## src/rtl/datapath_ctrl_pkg.sv

```systemverilog
// Shared encodings for the datapath controller: instruction fields, select
// codes, FSM states and the packed control vector driven to the datapath.
package datapath_ctrl_pkg;

  localparam logic [2:0] OPC_MOV    = 3'b110;
  localparam logic [2:0] OPC_ALU    = 3'b101;

  localparam logic [1:0] OP_ADD     = 2'b00;
  localparam logic [1:0] OP_CMP     = 2'b01;
  localparam logic [1:0] OP_AND     = 2'b10;
  localparam logic [1:0] OP_MVN     = 2'b11;
  localparam logic [1:0] OP_MOVIMM  = 2'b10;
  localparam logic [1:0] OP_MOVREG  = 2'b00;

  localparam logic [2:0] NSEL_NONE  = 3'b000;
  localparam logic [2:0] NSEL_RN    = 3'b001;
  localparam logic [2:0] NSEL_RD    = 3'b010;
  localparam logic [2:0] NSEL_RM    = 3'b100;

  localparam logic [1:0] VSEL_C     = 2'b00;
  localparam logic [1:0] VSEL_IMM   = 2'b10;

  typedef enum logic [2:0] {
    ST_WAIT   = 3'd0,
    ST_DECODE = 3'd1,
    ST_GET_A  = 3'd2,
    ST_GET_B  = 3'd3,
    ST_ALU    = 3'd4,
    ST_WR_RD  = 3'd5,
    ST_WR_IMM = 3'd6
  } state_t;

  typedef struct packed {
    logic       w;
    logic [2:0] nsel;
    logic       write;
    logic [1:0] vsel;
    logic       loada;
    logic       loadb;
    logic       loadc;
    logic       loads;
    logic       asel;
    logic       bsel;
  } ctrl_t;

endpackage

```

## src/rtl/datapath_ctrl_if.sv

```systemverilog
// Issue/control bundle between an instruction source and the controller.
// master issues instructions; slave is the controller driving the datapath.
interface datapath_ctrl_if #(parameter int IW = 16);

  logic          s;
  logic [IW-1:0] instr;
  logic          w;
  logic [2:0]    nsel;
  logic          write;
  logic [1:0]    vsel;
  logic          loada;
  logic          loadb;
  logic          loadc;
  logic          loads;
  logic          asel;
  logic          bsel;

  modport master (
    output s, instr,
    input  w, nsel, write, vsel, loada, loadb, loadc, loads, asel, bsel
  );

  modport slave (
    input  s, instr,
    output w, nsel, write, vsel, loada, loadb, loadc, loads, asel, bsel
  );

endinterface

```

## src/rtl/datapath_ctrl_decode.sv

```systemverilog
// Combinational next-state and Moore output decode. Outputs depend on state
// and the captured opcode/op only; s affects next state in WAIT alone.
module datapath_ctrl_decode
  import datapath_ctrl_pkg::*;
(
  input  state_t     state,
  input  logic       s,
  input  logic [2:0] opcode,
  input  logic [1:0] op,
  output ctrl_t      ctrl,
  output state_t     state_next
);

  logic is_mov;
  logic is_alu;

  assign is_mov = (opcode == OPC_MOV);
  assign is_alu = (opcode == OPC_ALU);

  always_comb begin
    ctrl       = '0;
    state_next = ST_WAIT;
    case (state)
      ST_WAIT: begin
        ctrl.w     = 1'b1;
        state_next = s ? ST_DECODE : ST_WAIT;
      end
      ST_DECODE: begin
        if (is_mov && op == OP_MOVIMM)      state_next = ST_WR_IMM;
        else if (is_mov && op == OP_MOVREG) state_next = ST_GET_B;
        else if (is_alu && op == OP_MVN)    state_next = ST_GET_B;
        else if (is_alu)                    state_next = ST_GET_A;
        else                                state_next = ST_WAIT;
      end
      ST_GET_A: begin
        ctrl.nsel  = NSEL_RN;
        ctrl.loada = 1'b1;
        state_next = ST_GET_B;
      end
      ST_GET_B: begin
        ctrl.nsel  = NSEL_RM;
        ctrl.loadb = 1'b1;
        state_next = ST_ALU;
      end
      ST_ALU: begin
        // Single-operand ops pass B through by zeroing the A side.
        ctrl.asel  = is_mov || (is_alu && op == OP_MVN);
        ctrl.loads = 1'b1;
        if (is_alu && op == OP_CMP) begin
          state_next = ST_WAIT;
        end else begin
          ctrl.loadc = 1'b1;
          state_next = ST_WR_RD;
        end
      end
      ST_WR_RD: begin
        ctrl.nsel  = NSEL_RD;
        ctrl.vsel  = VSEL_C;
        ctrl.write = 1'b1;
        state_next = ST_WAIT;
      end
      ST_WR_IMM: begin
        ctrl.nsel  = NSEL_RN;
        ctrl.vsel  = VSEL_IMM;
        ctrl.write = 1'b1;
        state_next = ST_WAIT;
      end
      default: begin
        state_next = ST_WAIT;
      end
    endcase
  end

endmodule

```

## src/rtl/datapath_ctrl.sv

```systemverilog
// Multi-cycle Moore controller top: holds the state and instruction registers
// and drives the datapath enables from the registered state.
module datapath_ctrl
  import datapath_ctrl_pkg::*;
#(
  parameter int IW = 16
) (
  input  logic            clock,
  input  logic            reset_n,
  datapath_ctrl_if.slave  bus
);

  state_t        state_reg;
  state_t        state_next;
  logic [IW-1:0] ir_reg;
  ctrl_t         ctrl;

  always_ff @(posedge clock or negedge reset_n) begin
    if (!reset_n) begin
      state_reg <= ST_WAIT;
      ir_reg    <= '0;
    end else begin
      state_reg <= state_next;
      if (state_reg == ST_WAIT && bus.s) begin
        ir_reg <= bus.instr;
      end
    end
  end

  datapath_ctrl_decode u_decode (
    .state      (state_reg),
    .s          (bus.s),
    .opcode     (ir_reg[IW-1:IW-3]),
    .op         (ir_reg[IW-4:IW-5]),
    .ctrl       (ctrl),
    .state_next (state_next)
  );

  // Operand and immediate fields are consumed by the datapath, not here.
  logic unused_ir_fields;
  assign unused_ir_fields = ^ir_reg[IW-6:0];

  assign bus.w     = ctrl.w;
  assign bus.nsel  = ctrl.nsel;
  assign bus.write = ctrl.write;
  assign bus.vsel  = ctrl.vsel;
  assign bus.loada = ctrl.loada;
  assign bus.loadb = ctrl.loadb;
  assign bus.loadc = ctrl.loadc;
  assign bus.loads = ctrl.loads;
  assign bus.asel  = ctrl.asel;
  assign bus.bsel  = ctrl.bsel;

endmodule

```

## src/flat_wrapper.sv

```systemverilog
// flat-port wrapper written by rule: the top's interface ports become plain ports
module datapath_ctrl_flat import datapath_ctrl_pkg::*;
#(
  parameter int IW = 16
)
  (clock, reset_n, bus_s, bus_instr, bus_w, bus_nsel, bus_write, bus_vsel, bus_loada, bus_loadb, bus_loadc, bus_loads, bus_asel, bus_bsel);
  datapath_ctrl_if #(.IW(IW)) bus_i ();
  input  logic clock;
  input  logic reset_n;
  input wire logic [$bits(bus_i.s)-1:0] bus_s;
  input wire logic [$bits(bus_i.instr)-1:0] bus_instr;
  output wire logic [$bits(bus_i.w)-1:0] bus_w;
  output wire logic [$bits(bus_i.nsel)-1:0] bus_nsel;
  output wire logic [$bits(bus_i.write)-1:0] bus_write;
  output wire logic [$bits(bus_i.vsel)-1:0] bus_vsel;
  output wire logic [$bits(bus_i.loada)-1:0] bus_loada;
  output wire logic [$bits(bus_i.loadb)-1:0] bus_loadb;
  output wire logic [$bits(bus_i.loadc)-1:0] bus_loadc;
  output wire logic [$bits(bus_i.loads)-1:0] bus_loads;
  output wire logic [$bits(bus_i.asel)-1:0] bus_asel;
  output wire logic [$bits(bus_i.bsel)-1:0] bus_bsel;
  assign bus_i.s = bus_s;
  assign bus_i.instr = bus_instr;
  assign bus_w = bus_i.w;
  assign bus_nsel = bus_i.nsel;
  assign bus_write = bus_i.write;
  assign bus_vsel = bus_i.vsel;
  assign bus_loada = bus_i.loada;
  assign bus_loadb = bus_i.loadb;
  assign bus_loadc = bus_i.loadc;
  assign bus_loads = bus_i.loads;
  assign bus_asel = bus_i.asel;
  assign bus_bsel = bus_i.bsel;
  datapath_ctrl #(.IW(IW)) u_core (.clock(clock), .reset_n(reset_n), .bus(bus_i));
endmodule
```

## config.mk

```make
export PLATFORM = sky130hd
export DESIGN_NAME = datapath_ctrl_flat
export DESIGN_NICKNAME = d
export VERILOG_FILES = /design/src/rtl/datapath_ctrl_pkg.sv /design/src/rtl/datapath_ctrl_if.sv /design/src/rtl/datapath_ctrl_decode.sv /design/src/rtl/datapath_ctrl.sv /design/src/flat_wrapper.sv
export SDC_FILE = /design/constraint.sdc
export NUM_CORES = 1
export LEC_CHECK = 0
export CORE_MARGIN = 1
export CORE_UTILIZATION = 32
export CTS_CLUSTER_DIAMETER = 120
export DETAILED_ROUTE_END_ITERATION = 8
export PLACE_DENSITY = 0.75
export SETUP_SLACK_MARGIN = 0.3
export SYNTH_ARGS = -nofsm -noshare
export SYNTH_HDL_FRONTEND = slang
export SYNTH_HIERARCHICAL = 1
export SYNTH_SLANG_ARGS = --single-unit
```

## constraint.sdc

```tcl
create_clock -name clock -period 1.25 [get_ports clock]
set_input_delay 0.125 -clock clock [delete_from_list [all_inputs] [get_ports clock]]
set_output_delay 0.125 -clock clock [all_outputs]
set_load 0.1 [all_outputs]
```

# After elaboration in Yosys (flattened, before gate mapping)

Cells that the tools add are included.

Bits in registers: 19
Bits of input ports: 19

Reduce and logical (&&, ||, !) cells: 9
Mux-type cells: 14
Equal/unequal tests: 11

Operator list:

| cell                 | count |
|---|---|
| $eq A3 B3 Y1 const B | 5 |
| $mux W3              | 5 |
| $pmux W3 S5          | 1 |
| $pmux W3 S3          | 1 |
| $eq A3 B2 Y1 const B | 2 |
| $pmux W3 S2          | 1 |
| $logic_and A1 B1 Y1  | 5 |
| $mux W1              | 5 |
| $eq A2 B2 Y1 const B | 2 |
| $eq A3 B1 Y1 const B | 1 |
| $logic_not A3 Y1     | 1 |
| $eq A2 B1 Y1 const B | 1 |
| $logic_not A2 Y1     | 1 |
| $mux W2              | 1 |
| $reduce_or A2 Y1     | 1 |
| $logic_or A1 B1 Y1   | 1 |

# Depth between registers and ports, before layout

Gate-level depths: netlist of the first run.

Word-level depth: 6
Mapped depth: 4

# Hierarchy

Netlist of the first run, hierarchy kept.

By module, submodules not included:

| module               | area an instance (µm²) | cells an instance | instances | seq. area each (µm²) |
|---|---|---|---|---|
| datapath_ctrl        | 280.3                  | 14                | 1         | 200.2 |
| datapath_ctrl_decode | 245.2                  | 38                | 1         | 0.0 |

# Worst setup path after synthesis of the first run

OpenSTA, ideal clock, no wires.

Kind: register to output
Start: reg u_core.state_reg[0]
End: out bus_nsel[2]
Arrival: 3330 ps
Stages on the path, launching flop included: 4
Path buffers: 1
Setup slack: -2205 ps
Cell sequence: dfrtp_1 inv_1 nor3_1 buf_4

Cells in the longest elaborated chain, start to end: 3
Elaborated cells on any way between the ends: 6
Classes of those cells: eq/ne (4); mux (1); reduce/logical (1)

Ends and longest elaborated chain:

| what                                         | line                       | RTL |
|---|---|---|
| from (decl)                                  | datapath_ctrl.sv:13        | `state_t state_reg;` |
| from (signal assigned)                       | datapath_ctrl.sv:23        | `state_reg <= state_next;` |
| $eq A3 B3 Y1 or $eq A3 B2 Y1 (tied branches) | datapath_ctrl_decode.sv:23 | `case (state)` |
| $reduce_or A2 Y1 (no source line)            | n/a                        |  |
| $pmux W3 S3 (*)                              | datapath_ctrl_decode.sv:23 |  |
| to (decl)                                    | flat_wrapper.sv:13         | `output wire logic [$bits(bus_i.nsel)-1:0] bus_nsel;` |

Mark *: on every way between the ends. The rest lies on a longest branch, timed or not.

# Worst setup path in the final report of the first run

Start: reg u_core.state_reg[0]
End: out bus_asel

Cells in the longest elaborated chain, start to end: 2

Ends and longest elaborated chain:

| what         | line                       | RTL |
|---|---|---|
| $eq A3 B3 Y1 | datapath_ctrl_decode.sv:23 |  |
| $mux W3      | datapath_ctrl_decode.sv:23 |  |
| to (decl)    | flat_wrapper.sv:20         | `output wire logic [$bits(bus_i.asel)-1:0] bus_asel;` |

No other way between the ends.

==> results of run 1 <==
logic make-up after synthesis:
group,share of synthesized area
AOI/OAI and AO/OA,0.1429
buffers and inverters,0.09047
DFF,0.3809
muxes,0.1071
other,0.007136
and+or+nand+nor,0.2714
layer usage:
metal | routed length, µm | track usage
met3 | 33 | 0.01293
met4 | 51 | 0.1313
met2 | 991 | 0.3815
met5 | 0 | 0
met1 | 605 | 0.2201
cells in the mapped netlist (2+ instances only):
| cell type | number |
|---|---|
| a21oi_1 | 2 |
| nand2_1 | 3 |
| nor3_1 | 2 |
| dfrtp_1 | 8 |
| nor2_1 | 4 |
| inv_1 | 3 |
| buf_4 | 3 |
| and3_1 | 2 |
| mux2_2 | 5 |
| buf_2 | 2 |
| or3b_1 | 2 |
cell type report:
type	instances	area [µm²]	area share
clock buffer	4	26.28	0.02136
inverter	4	46.29	0.03764
multi-input combinational	36	395.4	0.3215
sequential	8	202.7	0.1648
tap	16	20.02	0.01628
timing repair buffer	46	539.3	0.4385
timing repair:
action	CTS	global route
resized for setup	15	5
setup endpoints to repair	19	19
pin swaps	7	2
buffers inserted	10	3
placed cells by master (no fill, tap or decap), types with 2 or more instances in the layout:
cell	instances
nor2_1	2
or3b_4	2
nor2_4	2
dfrtp_2	2
buf_4	22
nor3_4	2
buf_12	12
buf_6	3
clkbuf_4	3
nand2_1	2
clkdlybuf4s50_1	7
buf_8	2
conb_1	2
mux2_4	4
dfrtp_1	6
and3_4	2
worst max-delay path, cell delays in order, from the launching register on:
cell and delay, ns:
dfrtp_2 0.42, or3b_4 0.40, buf_6 0.16, a21oi_4 0.15
buf_12 0.19
worst max path at each step:
stage	to	from	depth (start not counted)
global placement	u_core/ir_reg[12]	bus_s	4
CTS	bus_asel	u_core/state_reg[0]	4
detailed placement	u_core/ir_reg[12]	bus_s	4
global route	bus_asel	u_core/state_reg[0]	4
finish	bus_asel	u_core/state_reg[0]	4
floorplan	bus_nsel[2]	u_core/state_reg[0]	3
stage by stage:
step / setup TNS [ns] / setup WS [ns] / total power [mW] / util / instance area (µm²)
after detailed placement: -1.884 / -0.2448 / 2.381 / 0.6667 / 1016
after global routing: -6.536 / -0.4840 / 3.173 / 0.8071 / 1230
after floorplan: -3.632 / -0.5573 / 1.703 / - / 644.4
after global placement: -1.606 / -0.2171 / 2.338 / 0.6667 / 1016
after CTS: -5.186 / -0.4414 / 2.907 / 0.7718 / 1176
final: -5.494 / -0.4462 / 3.015 / 0.8071 / 1230
report_power, final:
| part | total [mW] | switching [mW] | leakage [nW] | internal [mW] |
|---|---|---|---|---|
| Sequential | 0.494 | 0.114 | 0.0951 | 0.380 |
| Clock | 0.213 | 0.0908 | 0.0150 | 0.122 |
| Combinational | 2.31 | 1.21 | 0.418 | 1.10 |
| Total | 3.01 | 1.41 | 0.528 | 1.60 |
==> impl_table.tex, run 1 <==
\begin{tabular}{lr}
\hline
Metric & Value \\
\hline
\multicolumn{2}{l}{\textbf{Run status}} \\
Result of the run & finished, violations left \\
Failing checks & setup timing \\
\multicolumn{2}{l}{\textbf{Clock network}} \\
H-tree levels & 1 \\
Clock insertion delay at the later pin of the skew report & 0.25 ns \\
Total CTS buffers & 3 \\
Clock transition at the registers of the reported paths & 0.06 ns \\
Number of buffers between clock root and the deepest sink & 2 \\
Clk root buf & clkbuf\_4 \\
TritonCTS Sinks & 8 \\
CTS tree & yes \\
Cts-stage hold buffer count & 0 \\
\multicolumn{2}{l}{\textbf{Drt}} \\
Final routed DRC violation total & 0 \\
Post-DR vias/cell & roughly 5.1 \\
Final wirelength & 1683 µm \\
Number of detailed-routing iterations run before antenna repair & 4 \\
Total vias in the final route & 587 \\
Residual antenna-violating net count after detailed routing & 0 \\
First-iteration detailed-routing DRC count & 5 \\
Routed wire per std cell & 14.76 µm \\
\multicolumn{2}{l}{\textbf{Synth}} \\
Most used DFF post-synth & dfrtp\_1 \\
Area leader, netlist & dfrtp\_1 \\
Gate count after technology mapping & 52 \\
Yosys warns & 6 \\
Proportion of netlist area held by the largest area contributor & 0.3810 \\
Syn Std Cell Area & 525.5 µm² \\
Mean instance size in the synthesized netlist & 10.11 µm² \\
Cell types with the largest area share after synthesis & dfrtp\_1, mux2\_2, nor4b\_4 \\
Distinct cell type count of the synthesized netlist & 27 \\
Async S/R FF share, synth & 1.000 \\
Number of flops mapped to enable cells by yosys & 0 \\
Sequential-to-total area share from yosys stat & 0.3810 \\
Number of synthesized register bits & 8 \\
\multicolumn{2}{l}{\textbf{Global routing}} \\
All-Layer GR Usage & 0.2054 \\
Global route overflow & 0 \\
Maximum number of pins on one net before global-route repair & 9 \\
Number of global-route vias before repair & about 600 \\
Initial antenna violation count & 0 \\
Global-route wire length before repair & $\sim$2700 µm \\
\multicolumn{2}{l}{\textbf{STA}} \\
Hold Violations, Final & 0 \\
Worst hold slack & 0.1524 ns \\
Number of slew-limit violations in the final report & 0 \\
Setup-violating endpoint count in the final report & 19 \\
Maximum clock frequency & 589.6 MHz \\
Crit share post-route & 1.357 \\
Setup repair after global routing missed its margin & true \\
Final worst setup slack & -0.4462 ns \\
Final setup skew & 0.001131 ns \\
Clock period minus worst slack & 1.696 ns \\
\multicolumn{2}{l}{\textbf{Finish}} \\
Max FFs per register & 5 \\
Antenna Diode Count & 0 \\
Number of fillers in the final layout & 94 \\
Number of nets in the layout & 118 \\
Area growth from synthesis to layout & 134.0\% \\
Proportion of layout cells with a drive suffix above 1 & 0.7041 \\
Number of cells in the finished layout apart from fillers & around 110 \\
\multicolumn{2}{l}{\textbf{Worst setup path}} \\
R2R cell count & 5 \\
Worst R2R Setup Slack & -0.35 ns \\
Element type at the critical path end & primary output \\
R2r endpoint & u\_core/ir\_reg[12] \\
Max FO, Critical Path & 5 \\
Critical R2R Launch & u\_core/state\_reg[0] \\
Crit Path Class & register to primary output \\
Critical path startpoint category & register \\
Required @ worst endpoint & 1.12 ns \\
Arrival time at the worst endpoint & 1.57 ns \\
\multicolumn{2}{l}{\textbf{Die}} \\
Core region area & 1524 µm² \\
Full die area & 1808 µm² \\
Horizontal die dimension & roughly 43 µm \\
Die height & 42.53 µm \\
Effective utilization at floorplan & 0.3448 \\
Number of core rows & 14 \\
\# IOs & 32 \\
\multicolumn{2}{l}{\textbf{Placement}} \\
IO buf count & 18 \\
Placed cells & 97 \\
HPWL reported at the end of detailed placement & 1136 µm \\
Routability congestion estimate & about 0.82 \\
\multicolumn{2}{l}{\textbf{Power and ir drop}} \\
Worst VDD drop & 1565 µV \\
Cell area power density & 2451 nW/µm² \\
Leakage power of the design & 0.5278 nW \\
\multicolumn{2}{l}{\textbf{Run}} \\
Max-Cap Viols & 0 \\
\multicolumn{2}{l}{\textbf{Hold path}} \\
Min-delay worst type & input port to asynchronous set/reset pin \\
\hline
\end{tabular}
Note: power is estimated with default switching activity, not from simulation.
==> inputs of run 2 (changes only) <==
--- a/config.mk
+++ b/config.mk
@@ -15,3 +15,4 @@
 export SYNTH_HDL_FRONTEND = slang
 export SYNTH_HIERARCHICAL = 1
 export SYNTH_SLANG_ARGS = --single-unit
+export TNS_END_PERCENT = 1
==> run 2 against run 1 <==
The flow still finishes with violations (setup timing). Setup slack gained 0.11 ns. Non-clock buffer count shrank 12. Total power shrank 11%. Critical endpoint unchanged. Clock power shrank 8%.
==> impl_table.tex, run 2 (synthesis results as in run 1) <==
\begin{tabular}{lr}
\hline
Metric & Value \\
\hline
\multicolumn{2}{l}{\textbf{Drt}} \\
First-iteration detailed-routing DRC count & 10 (+5) \\
Number of detailed-routing iterations run before antenna repair & 4 (unchanged) \\
Residual antenna-violating net count after detailed routing & 0 (unchanged) \\
Final wirelength & 1381 µm (-18\%) \\
Final routed DRC violation total & 0 (unchanged) \\
Routed wire per std cell & 13.67 µm (-7.4\%) \\
Post-DR vias/cell & 5.396 (+4.8\%) \\
Total vias in the final route & 545 (-7.2\%) \\
\multicolumn{2}{l}{\textbf{Hold path}} \\
Min-delay worst type & input port to asynchronous set/reset pin \\
\multicolumn{2}{l}{\textbf{Finish}} \\
Fraction of the core area covered by cells at the end of the flow & 0.7135 (-0.09360) \\
Max FFs per register & 5 (unchanged) \\
Area growth from synthesis to layout & 106.9\% \\
Antenna Diode Count & 0 (unchanged) \\
Commonest cells after routing, fill and taps aside & buf\_12, buf\_4, clkdlybuf4s50\_1 \\
Number of nets in the layout & 106 (-10\%) \\
Number of cells in the finished layout apart from fillers & 101 (-11\%) \\
Proportion of layout cells with a drive suffix above 1 & 0.6588 (-0.04526) \\
Number of fillers in the final layout & 108 (+15\%) \\
\multicolumn{2}{l}{\textbf{Power and ir drop}} \\
Worst VDD drop & 1209 µV (-23\%) \\
Leakage power of the design & 0.4776 nW (-9.5\%) \\
Cell area power density & 2463 nW/µm² (+0.50\%) \\
Power Total & 2.678 mW (-11\%) \\
\multicolumn{2}{l}{\textbf{Clock network}} \\
Total CTS buffers & 3 (unchanged) \\
Number of buffers between clock root and the deepest sink & 2 (unchanged) \\
Clock insertion delay at the later pin of the skew report & 0.25 ns (about the same) \\
H-tree levels & 1 (unchanged) \\
Clock transition at the registers of the reported paths & 0.06 ns (about the same) \\
CTS tree & yes \\
Clk root buf & clkbuf\_4 \\
TritonCTS Sinks & 8 (unchanged) \\
\multicolumn{2}{l}{\textbf{STA}} \\
Final setup skew & 0.006141 ns (+0.005011 ns) \\
Hold Violations, Final & 0 (unchanged) \\
Total negative setup slack & -3.414 ns (+2.080 ns) \\
Maximum clock frequency & 631.9 MHz (+7.2\%) \\
Number of slew-limit violations in the final report & 0 (unchanged) \\
Crit share post-route & 1.266 (-0.09084) \\
Setup repair after global routing missed its margin & true \\
Final worst setup slack & -0.3326 ns (+0.1136 ns) \\
Setup-violating endpoint count in the final report & 18 (-1) \\
Clock period minus worst slack & 1.583 ns (-0.1136 ns) \\
\multicolumn{2}{l}{\textbf{Die}} \\
Full die area & 1808 µm² (unchanged) \\
Horizontal die dimension & 42.53 µm (unchanged) \\
\# IOs & 32 (unchanged) \\
Number of core rows & 14 (unchanged) \\
Die height & 42.53 µm (unchanged) \\
Core region area & 1524 µm² (unchanged) \\
Effective utilization at floorplan & 0.3448 (unchanged) \\
\multicolumn{2}{l}{\textbf{Global routing}} \\
Met3 routing resource usage after global routing & 0.01293 (unchanged) \\
Initial antenna violation count & 0 (unchanged) \\
Maximum number of pins on one net before global-route repair & 9 (unchanged) \\
All-Layer GR Usage & 0.1699 (-0.03543) \\
Most used routing layer & met2 \\
Routing usage on met1 & 0.2210 (+0.0009156) \\
Routing usage on met2 & 0.2831 (-0.09846) \\
Number of global-route vias before repair & 555 (-7.7\%) \\
Global-route wire length before repair & 2387 µm (-11\%) \\
Global route overflow & 0 (unchanged) \\
\multicolumn{2}{l}{\textbf{Run}} \\
Max-Cap Viols & 0 (unchanged) \\
\multicolumn{2}{l}{\textbf{Worst setup path}} \\
Required @ worst endpoint & 1.12 ns (about the same) \\
Ordered list of cells on the worst path & or3b\_4 -> a21oi\_4 -> buf\_12 \\
Cell type of the slowest stage on the worst timing path & or3b\_4 \\
Arrival time at the worst endpoint & 1.46 ns (-0.11 ns) \\
Crit-path max cell delay & 0.45 ns (+0.03 ns) \\
Max FO, Critical Path & 4 (-1) \\
Crit Path Class & register to primary output \\
Element type at the critical path end & primary output \\
Critical path startpoint category & register \\
\multicolumn{2}{l}{\textbf{Placement}} \\
Pre-CTS worst setup slack & -0.1905 ns (+0.05431 ns) \\
Placed cells & 94 (-3.1\%) \\
HPWL reported at the end of detailed placement & 994.8 µm (-12\%) \\
IO buf count & 18 (unchanged) \\
Routability congestion estimate & 0.8632 (+5.0\%) \\
\multicolumn{2}{l}{\textbf{Run status}} \\
Failing checks & setup timing \\
Result of the run & finished, violations left \\
\hline
\end{tabular}
## run 2: changes by cell type in the layout (fill, tap and decap cells not counted), moves of 2 or more
cell / previous run / this run
buf_4: 22 / 11
buf_6: 3 / 5
buf_8: 2 / 0
inv_2: 0 / 2
inv_6: 0 / 2
## run 2: repair_timing
item                                    in CTS  in global routing
endpoints found under the hold margin        0                  0
gates resized for setup                     20                  4
setup buffers                                3                  1
hold buffers                                 0                  0
pin swaps                                    8                  1
endpoints found under the setup margin      19                 19
## run 2: worst paths after layout
| path | slack (ns) | depth (start not counted) | start | to |
|---|---|---|---|---|
| min in group clock | 0.49 | 2 | bus_instr[14] | u_core/ir_reg[14] |
| hold reg to reg | 0.61 | 1 | u_core/ir_reg[15] | u_core/ir_reg[15] |
| setup / recovery | -0.33 | 3 | u_core/state_reg[0] | bus_asel |
| setup reg to reg | -0.19 | 5 | u_core/state_reg[2] | u_core/state_reg[0] |
| max in group asynchronous | 0.80 | 1 | reset_n | u_core/state_reg[1] |
| hold / removal | 0.15 | 1 | reset_n | u_core/ir_reg[12] |
## run 2: metal layers
| layer | up-vias | routed length [µm] | part of all wire |
|---|---|---|---|
| met2 | 23 | 726 | 0.53 |
| met5 | - | 0 | 0 |
| met3 | 0 | 51 | 0.037 |
| met4 | 0 | 0 | 0 |
| li1 | 255 | - | - |
| met1 | 267 | 603 | 0.44 |
## run 2: per-stage QoR
step	hold slack [ns]	instance area, µm²
after floorplan	-0.1706	591.8
after global placement	0.4222	947.2
after detailed placement	0.4328	947.2
after CTS	0.1612	1062
after global routing	0.1836	1087
final	0.1543	1087
## run 2: area by class of cell
type | instances | area [µm²] | area share
Timing Repair Buffer | 34 | 429.2 | 0.3947
Inverter | 4 | 25.02 | 0.02302
Tap cell | 16 | 20.02 | 0.01841
Multi-Input combinational cell | 36 | 387.9 | 0.3567
Sequential cell | 8 | 202.7 | 0.1864
Clock buffer | 3 | 22.52 | 0.02071
## run 2: report_power, final
group	total [mW]	internal (mW)	switching, mW
Clock	0.197	0.110	0.0870
Combinational	1.96	0.891	1.07
Sequential	0.520	0.380	0.140
Total	2.68	1.38	1.30
## run 2: worst max-delay path: cells and delay by family, from the launching register on
family,cells,cell delay (ns)
buffers and inverters,1,0.18
AND/OR/NAND/NOR,1,0.45
AO/OA/AOI/OAI,1,0.15
flip-flops,1,0.42
